<file path="src/rtl/rf_cmd_ctrl.sv">
// Command decoder: turns UART byte frames into register-file writes/reads and pushes read data back to TX.
// Latency: RF strobe one cycle after the last frame byte; TX push one cycle after read data with FIFO space.
// Backpressure: holds captured read data while FIFO_FULL is high; RX bytes arriving mid-read are dropped.
module rf_cmd_ctrl #(
    parameter int ADDR_SIZE  = 4,
    parameter int DATA_WIDTH = 8,
    parameter int RD_TIMEOUT = 8
) (
    input  logic                  CLK,
    input  logic                  RST,
    input  logic [DATA_WIDTH-1:0] RX_P_DATA,
    input  logic                  RX_D_VLD,
    output logic                  RF_WrEn,
    output logic                  RF_RdEn,
    output logic [ADDR_SIZE-1:0]  RF_Address,
    output logic [DATA_WIDTH-1:0] RF_WrData,
    input  logic [DATA_WIDTH-1:0] RF_RdData,
    input  logic                  RF_RdData_valid,
    output logic [DATA_WIDTH-1:0] TX_P_DATA,
    output logic                  TX_D_VLD,
    input  logic                  FIFO_FULL,
    output logic                  BUSY
);

    localparam int CNT_W = $clog2(RD_TIMEOUT + 1);
    localparam logic [CNT_W-1:0]      TO_LAST = CNT_W'(RD_TIMEOUT - 1);
    localparam logic [DATA_WIDTH-1:0] CMD_WR  = DATA_WIDTH'(8'hAA);
    localparam logic [DATA_WIDTH-1:0] CMD_RD  = DATA_WIDTH'(8'hBB);

    typedef enum logic [2:0] {
        IDLE    = 3'd0,
        WR_ADDR = 3'd1,
        WR_DATA = 3'd2,
        RD_ADDR = 3'd3,
        RD_WAIT = 3'd4,
        TX_SEND = 3'd5
    } state_t;

    state_t                  state_q,   state_d;
    logic [ADDR_SIZE-1:0]    wr_addr_q, wr_addr_d;
    logic [ADDR_SIZE-1:0]    rf_addr_q, rf_addr_d;
    logic [DATA_WIDTH-1:0]   wr_data_q, wr_data_d;
    logic [DATA_WIDTH-1:0]   rd_data_q, rd_data_d;
    logic [DATA_WIDTH-1:0]   tx_data_q, tx_data_d;
    logic [CNT_W-1:0]        cnt_q,     cnt_d;
    logic                    wr_en_q,   wr_en_d;
    logic                    rd_en_q,   rd_en_d;
    logic                    tx_vld_q,  tx_vld_d;
    logic                    busy_q,    busy_d;

    // State and output registers; reset abandons any frame in progress.
    always_ff @(posedge CLK or negedge RST) begin
        if (!RST) begin
            state_q   <= IDLE;
            wr_addr_q <= '0;
            rf_addr_q <= '0;
            wr_data_q <= '0;
            rd_data_q <= '0;
            tx_data_q <= '0;
            cnt_q     <= '0;
            wr_en_q   <= 1'b0;
            rd_en_q   <= 1'b0;
            tx_vld_q  <= 1'b0;
            busy_q    <= 1'b0;
        end else begin
            state_q   <= state_d;
            wr_addr_q <= wr_addr_d;
            rf_addr_q <= rf_addr_d;
            wr_data_q <= wr_data_d;
            rd_data_q <= rd_data_d;
            tx_data_q <= tx_data_d;
            cnt_q     <= cnt_d;
            wr_en_q   <= wr_en_d;
            rd_en_q   <= rd_en_d;
            tx_vld_q  <= tx_vld_d;
            busy_q    <= busy_d;
        end
    end

    // Next-state and next-output decode; strobes default low so each is a single-cycle pulse.
    always_comb begin
        state_d   = state_q;
        wr_addr_d = wr_addr_q;
        rf_addr_d = rf_addr_q;
        wr_data_d = wr_data_q;
        rd_data_d = rd_data_q;
        tx_data_d = tx_data_q;
        cnt_d     = cnt_q;
        wr_en_d   = 1'b0;
        rd_en_d   = 1'b0;
        tx_vld_d  = 1'b0;

        case (state_q)
            IDLE: begin
                if (RX_D_VLD) begin
                    if (RX_P_DATA == CMD_WR) begin
                        state_d = WR_ADDR;
                    end else if (RX_P_DATA == CMD_RD) begin
                        state_d = RD_ADDR;
                    end
                end
            end
            WR_ADDR: begin
                if (RX_D_VLD) begin
                    wr_addr_d = RX_P_DATA[ADDR_SIZE-1:0];
                    state_d   = WR_DATA;
                end
            end
            WR_DATA: begin
                if (RX_D_VLD) begin
                    rf_addr_d = wr_addr_q;
                    wr_data_d = RX_P_DATA;
                    wr_en_d   = 1'b1;
                    state_d   = IDLE;
                end
            end
            RD_ADDR: begin
                if (RX_D_VLD) begin
                    rf_addr_d = RX_P_DATA[ADDR_SIZE-1:0];
                    rd_en_d   = 1'b1;
                    cnt_d     = '0;
                    state_d   = RD_WAIT;
                end
            end
            RD_WAIT: begin
                if (RF_RdData_valid) begin
                    rd_data_d = RF_RdData;
                    cnt_d     = '0;
                    state_d   = TX_SEND;
                end else if (cnt_q == TO_LAST) begin
                    // Register file never answered: drop the read silently.
                    cnt_d   = '0;
                    state_d = IDLE;
                end else begin
                    cnt_d = cnt_q + 1'b1;
                end
            end
            TX_SEND: begin
                if (!FIFO_FULL) begin
                    tx_data_d = rd_data_q;
                    tx_vld_d  = 1'b1;
                    state_d   = IDLE;
                end
            end
            default: begin
                state_d = IDLE;
            end
        endcase

        busy_d = (state_d != IDLE);
    end

    assign RF_WrEn    = wr_en_q;
    assign RF_RdEn    = rd_en_q;
    assign RF_Address = rf_addr_q;
    assign RF_WrData  = wr_data_q;
    assign TX_P_DATA  = tx_data_q;
    assign TX_D_VLD   = tx_vld_q;
    assign BUSY       = busy_q;

endmodule

</file>
<file path="config.mk">
export PLATFORM = sky130hd
export DESIGN_NAME = rf_cmd_ctrl
export DESIGN_NICKNAME = d
export VERILOG_FILES = /design/src/rtl/rf_cmd_ctrl.sv
export SDC_FILE = /design/constraint.sdc
export NUM_CORES = 1
export LEC_CHECK = 0
export CORE_MARGIN = 5
export CORE_UTILIZATION = 49
export CTS_CLUSTER_DIAMETER = 30
export DETAILED_ROUTE_END_ITERATION = 10
export PLACE_DENSITY = 0.79
export SETUP_SLACK_MARGIN = 0.2
export SLEW_MARGIN = 20
export SYNTH_ARGS = -nofsm -noshare
export SYNTH_HDL_FRONTEND = slang
export SYNTH_SLANG_ARGS = --single-unit
</file>
<file path="constraint.sdc">
create_clock -name CLK -period 1.85 [get_ports CLK]
set_input_delay 0.4625 -clock CLK [delete_from_list [all_inputs] [get_ports CLK]]
set_output_delay 0.4625 -clock CLK [all_outputs]
set_load 0.005 [all_outputs]
</file>
==> summary.txt, run 1 <==
Final layout
  – Filler cells: 276
  – Diode count: 0
  – Final-stage net count: 210
  – Layout cell share with drive strength beyond 1: 30.2%
  – Area grow syn2layout: 37.4%

Die
  – Number of I/O pins: 45
  – Core footprint: 3690 um2
  – Die Width: 72.1 um
  – Die height: 72.1 um
  – Die area: 5200 um2
  – Num rows: 22
  – Starting density of the core: 51.2%

Setup path
  – WP buf/inv: 1
  – CP Class: reg2out
  – Max stage delay on crit path: 0.50 ns
  – WP data arrival: 1.14 ns
  – Critical-path cell list: clkdlybuf4s50_1
  – Crit. End Element: output pin
  – Worst path required time: 1.39 ns
  – Worst path slowest cell: clkdlybuf4s50_1
  – Startpoint Class: register
  – CP delay by family, top: buffers and inverters
  – Maximum fanout along the worst path: 1

Timing
  – Max Freq: 622 MHz
  – TNS Setup: 0 ns
  – Max Slew Vio Count: 0
  – RSZ-0062 raised after global routing: true
  – Min cycle time layout: 1.61 ns
  – Setup ws final: 0.243 ns
  – Slew headroom: 64.5%
  – Worst-margin pin slew: 0.533 ns
  – Finish-stage setup viols: 0
  – Worst clock skew: 0.00180 ns
  – Final hold vios: 0
  – Final Cycle Share: 86.9%

Clocking
  – H-tree depth: 2
  – TritonCTS clock tree: built
  – Clock Pin Slew Worst Setup and Hold Paths: 0.08 ns
  – Clk_lat worst skew: 0.29 ns
  – CTS Buf Count: 5
  – Clk root buf: clkbuf_8
  – Sink Count: 43
  – Clock Tree Buf Depth: 2
  – CTS Hold Bufs: 0

Global route
  – Tot GR Track Use: 16.9%
  – Initial antenna violation count: 0
  – Gr ovfl total: 0
  – Vias in the first global route: 1434
  – First-pass GRT wire length: 6820 um
  – Largest net degree at the start of global routing: 44

Logic synthesis
  – Synthesized instance count: 132
  – Sequential cell area fraction in the yosys report: 57.0%
  – Syn Nets: 154
  – Yosys warns: 0
  – EDFF count, synth: 0
  – Post-synth top flop: dfrtp_1
  – Asr flop ratio synth: 100%
  – Synth top area share: 57.0%
  – Synth cell types: 37
  – Main area contributors after synthesis: dfrtp_1 57%, mux2_2 18%, nor4b_4 2.5%
  – Synth Area per Inst: 14.3 um2
  – #FFs+latches synth: 43
  – Post-synth top area cell: dfrtp_1
  – Mapped Area: 1890 um2

Route
  – Iter 0 DRT Violations: 45
  – Highest Signal Layer: met4
  – Post-DR wirelength/cell: 17.4 um
  – Routed WL: 4130 um
  – Via density: 5.35
  – Met2 wire length: 2090 um
  – Drt drc: 0
  – Pre-antenna DRT Iters: 4
  – Routed Antenna Nets: 0
  – Met3 routed wirelength: 249 um
  – Vias: 1268
  – Met1 Routed Length: 1660 um

Placement
  – Setup WS pre-CTS: -0.0960 ns
  – Port bufs: 44
  – Routability cong.: 0.744
  – Detailed placement HPWL: 2920 um

Pwr
  – Leakage: 1.41 nW
  – Cell Pwr Density: 1140 nW/um2
  – Max rail drop VDD: 820 uV

Min path
  – Worst hold path class: in2async

Run
  – MaxCap Viol Count: 0

Run status
  – Status: finished, final reports clean
==> power by group <==
| group | total (mW) | leakage (nW) | switching (mW) | internal, mW |
|---|---|---|---|---|
| Clock | 0.732 | 0.0581 | 0.330 | 0.402 |
| Sequential | 1.38 | 0.570 | 0.173 | 1.21 |
| Combinational | 0.835 | 0.777 | 0.319 | 0.515 |
==> cell type report <==
| class | count | area [um2] | share of cell area (%) |
|---|---|---|---|
| clock inverter | 3 | 43.8 | 1.69 |
| inverter | 2 | 7.51 | 0.289 |
| clock buffer | 5 | 68.8 | 2.65 |
| tap | 48 | 60.1 | 2.31 |
| sequential | 43 | 1080 | 41.4 |
| timing repair buffer | 54 | 559 | 21.5 |
| multi-input combinational | 82 | 781 | 30.1 |
==> worst register-to-register path: cells and delay by family (launching register included) <==
family          cells  cell delay, ns
compound gates      1            0.30
simple gates        2            0.43
buf+inv             1            0.23
flops               1            0.50
==> stage by stage <==
step / hold slack (ns) / area [um2] / utilization [%] / instances / power, mW
finish: 0.215 / 2600 / 70.4 / 237 / 2.95
global route: 0.276 / 2600 / 70.4 / 237 / 3.14
CTS: 0.242 / 2530 / 68.5 / 235 / 2.98
detailed placement: 0.489 / 2410 / 65.5 / 227 / 2.26
global placement: 0.460 / 2410 / 65.5 / 227 / 2.19
floorplan: 0.167 / 1890 / - / 132 / 1.81
==> layer usage <==
layer | GRT usage (%) | vias to the layer above
li1 | - | 596
met1 | 20.4 | 611
met2 | 27.9 | 47
met3 | 5.40 | 14
met4 | 7.10 | 0
met5 | 0 | -
==> kinds of logic (layout without fill, tap and decap cells) <==
family,count (synthesis),after routing,share of synthesized area [%]
AND/OR/NAND/NOR,33,33,14.6
buffers and inverters,7,64,2.65
adder cells (fa/ha/maj),1,1,0.662
multiplexers,34,34,20.0
XOR/XNOR,1,1,0.464
flip-flops,43,43,57.0
AO/OA/AOI/OAI,13,13,4.70
==> cells in the mapped netlist (2+ instances only) <==
library cell	count
o21ai_0	5
mux2i_1	4
buf_4	2
nor4b_4	2
buf_6	2
nand2_1	7
nand3_1	3
and3b_1	3
mux2_2	30
dfrtp_1	43
nor2b_1	2
and4b_1	2
nand3b_1	2
a211o_1	2
==> cell usage in the layout (no fill, tap or decap), drive strengths merged, types with 2 or more instances in the layout <==
cell type	n
dlygate4sd2	5
nor2b	2
clkdlybuf4s50	24
o21ai	5
dlymetal6s2s	14
nor3b	2
nand2	7
and4b	2
clkbuf	5
clkinv	2
a211o	2
mux2i	4
buf	11
mux2	30
nand3	3
nor4b	3
dfrtp	43
nand3b	3
nor2	2
and3b	3
inv	2
==> flip-flops by register name, summed over array words and instances (netlist names) <==
name and flops:
state_q 3, wr_addr_q 4, BUSY 1, RF_Address 4, RF_WrEn 1, RF_RdEn 1, rd_data_q 8, cnt_q 4
TX_D_VLD 1, TX_P_DATA 8, RF_WrData 8
==> final timing paths <==
kind | slack, ns | depth (start not counted) | from | to
setup / recovery | 0.24 | 1 | RF_WrEn$_DFF_PN0_ | RF_WrEn
hold reg to reg | 0.50 | 2 | RF_Address[3]$_DFFE_PN0P_ | RF_Address[3]$_DFFE_PN0P_
hold / removal | 0.22 | 2 | RST | cnt_q[2]$_DFFE_PN0P_
max in group asynchronous | 1.26 | 2 | RST | TX_P_DATA[6]$_DFFE_PN0P_
min in group CLK | 0.50 | 2 | RF_Address[3]$_DFFE_PN0P_ | RF_Address[3]$_DFFE_PN0P_
setup reg to reg | 0.27 | 4 | state_q[0]$_DFF_PN0_ | BUSY$_DFF_PN0_
==> repair_timing <==
item                                    4_1_cts  5_1_grt
setup buffers                                 0        2
endpoints found under the setup margin       13       42
pin swaps                                     0        1
gates resized for setup                       6       18
(Power assumes the default switching activity.)
==> run 2: changes to the inputs <==
Settings changed: CAP_MARGIN set to 20, CORE_MARGIN 5 to not set.
==> summary.txt, run 2 (synthesis results as in run 1) <==
Run status
  – Status: finished, final reports clean

Route
  – Pre-antenna DRT Iters: 4
  – Routed Antenna Nets: 0
  – Post-DR wirelength/cell: 16.0 um
  – Routed WL: 3830 um
  – Drt drc: 0
  – Via density: 5.26
  – Vias: 1258
  – Iter 0 DRT Violations: 81

Timing
  – Max Freq: 614 MHz
  – Max Slew Vio Count: 0
  – Worst clock skew: 0.00570 ns
  – Final Cycle Share: 88.1%
  – Finish-stage setup viols: 0
  – Worst-margin pin slew: 0.525 ns
  – Worst Hold Slack: 0.222 ns
  – TNS Setup: 0 ns
  – Slew headroom: 65.0%
  – RSZ-0062 raised after global routing: false
  – Min cycle time layout: 1.63 ns
  – Final hold vios: 0

Global route
  – Vias in the first global route: 1295
  – First-pass GRT wire length: 6360 um
  – Initial antenna violation count: 0
  – Tot GR Track Use: 20.8%
  – Largest net degree at the start of global routing: 44
  – Gr ovfl total: 0

Pwr
  – Max rail drop VDD: 816 uV
  – Leakage: 1.38 nW
  – Cell Pwr Density: 1180 nW/um2
  – Power Total: 3.10 mW

Die
  – Number of I/O pins: 45
  – Die height: 64.1 um
  – Die area: 4110 um2
  – Num rows: 22
  – Core footprint: 3690 um2
  – Die Width: 64.1 um
  – Starting density of the core: 51.2%

Run
  – MaxCap Viol Count: 0

Placement
  – Port bufs: 44
  – Detailed placement HPWL: 2770 um
  – Routability cong.: 0.733
  – Placed insts: 228
  – Post-DP Area: 2420 um2

Clocking
  – Clk_lat worst skew: 0.30 ns
  – Clk root buf: clkbuf_8
  – Clock Pin Slew Worst Setup and Hold Paths: 0.08 ns
  – TritonCTS clock tree: built
  – H-tree depth: 2
  – Sink Count: 43
  – CTS Buf Count: 5
  – Clock Tree Buf Depth: 2

Final layout
  – Register area: 1080 um2
  – Final-stage net count: 212
  – Diode count: 0
  – Layout cell share with drive strength beyond 1: 30.4%
  – Area of the multi-input gates: 781 um2
  – Commonest non-fill, non-tap cell in the layout: dfrtp_1
  – Filler cells: 266
  – Non-Filler Instances: 239
  – Fin area: 2620 um2
  – Area grow syn2layout: 38.8%
  – Most frequent cells in the layout: 43 x dfrtp_1, 30 x mux2_2, 29 x clkdlybuf4s50_1

Setup path
  – WP data arrival: 1.17 ns
  – WP buf/inv: 1
  – Crit. End Element: output pin
  – Worst path slowest cell: clkdlybuf4s50_1
  – Critical-path cell list: clkdlybuf4s50_1
  – Maximum fanout along the worst path: 2
  – Max stage delay on crit path: 0.50 ns
  – Startpoint Class: register
  – CP Class: reg2out
  – CP delay by family, top: buffers and inverters
  – Worst path required time: 1.39 ns

Min path
  – Worst hold path class: in2async
-- run 2: cell types whose count changed in the layout (fill, tap and decap cells not counted), sizes merged, moves of 2 or more --
cell           before  now
clkdlybuf4s50      24   29
buf                11   13
dlygate4sd2         5    2
dlymetal6s2s       14   12
clkinv              2    0
-- run 2: path summary, 6_finish.rpt --
check                                     startpoint  depth (start not counted)                         to  slack, ns
max in group asynchronous                        RST                          2   RF_WrData[7]$_DFFE_PN0P_       1.26
max reg2reg                     state_q[0]$_DFF_PN0_                          4       cnt_q[3]$_DFFE_PN0P_       0.26
max                         TX_P_DATA[4]$_DFFE_PN0P_                          1               TX_P_DATA[4]       0.22
min                                              RST                          2       cnt_q[3]$_DFFE_PN0P_       0.22
min reg2reg                RF_Address[2]$_DFFE_PN0P_                          2  RF_Address[2]$_DFFE_PN0P_       0.51
min in group CLK           RF_Address[2]$_DFFE_PN0P_                          2  RF_Address[2]$_DFFE_PN0P_       0.51
-- run 2: cell type report --
class | instances | share of cell area (%)
Tap cell | 48 | 2.29
Clock inverter | 2 | 2.29
Sequential cell | 43 | 41.0
Clock buffer | 6 | 2.77
Inverter | 2 | 0.286
Multi-Input combinational cell | 82 | 29.8
Timing Repair Buffer | 56 | 21.6
-- run 2: power by group --
part	leakage, nW	switching, mW	internal [mW]
Clock	0.0654	0.309	0.539
Combinational	0.743	0.315	0.544
Sequential	0.570	0.180	1.21
Total	1.38	0.804	2.29
-- run 2: timing repair --
item / 4_1_cts / 5_1_grt
setup endpoints to repair: 3 / 35
gates resized for setup: 2 / 15
buffers inserted: 2 / 1
pin swaps: 0 / 0
hold buffers: 0 / 0
-- run 2: through the flow --
step	setup WS, ns	util (%)
2_1_floorplan	0.381	-
3_3_place_gp	-0.0198	65.7
3_5_place_dp	-0.0970	65.7
4_1_cts	0.200	69.6
5_1_grt	0.192	71.1
6_report	0.221	71.1
-- run 2: layer usage --
| metal | GRT usage, % | wire, um |
|---|---|---|
| met5 | 0 | 0 |
| met4 | 7.50 | 61 |
| met3 | 5.89 | 199 |
| met2 | 34.2 | 1980 |
| met1 | 26.4 | 1590 |
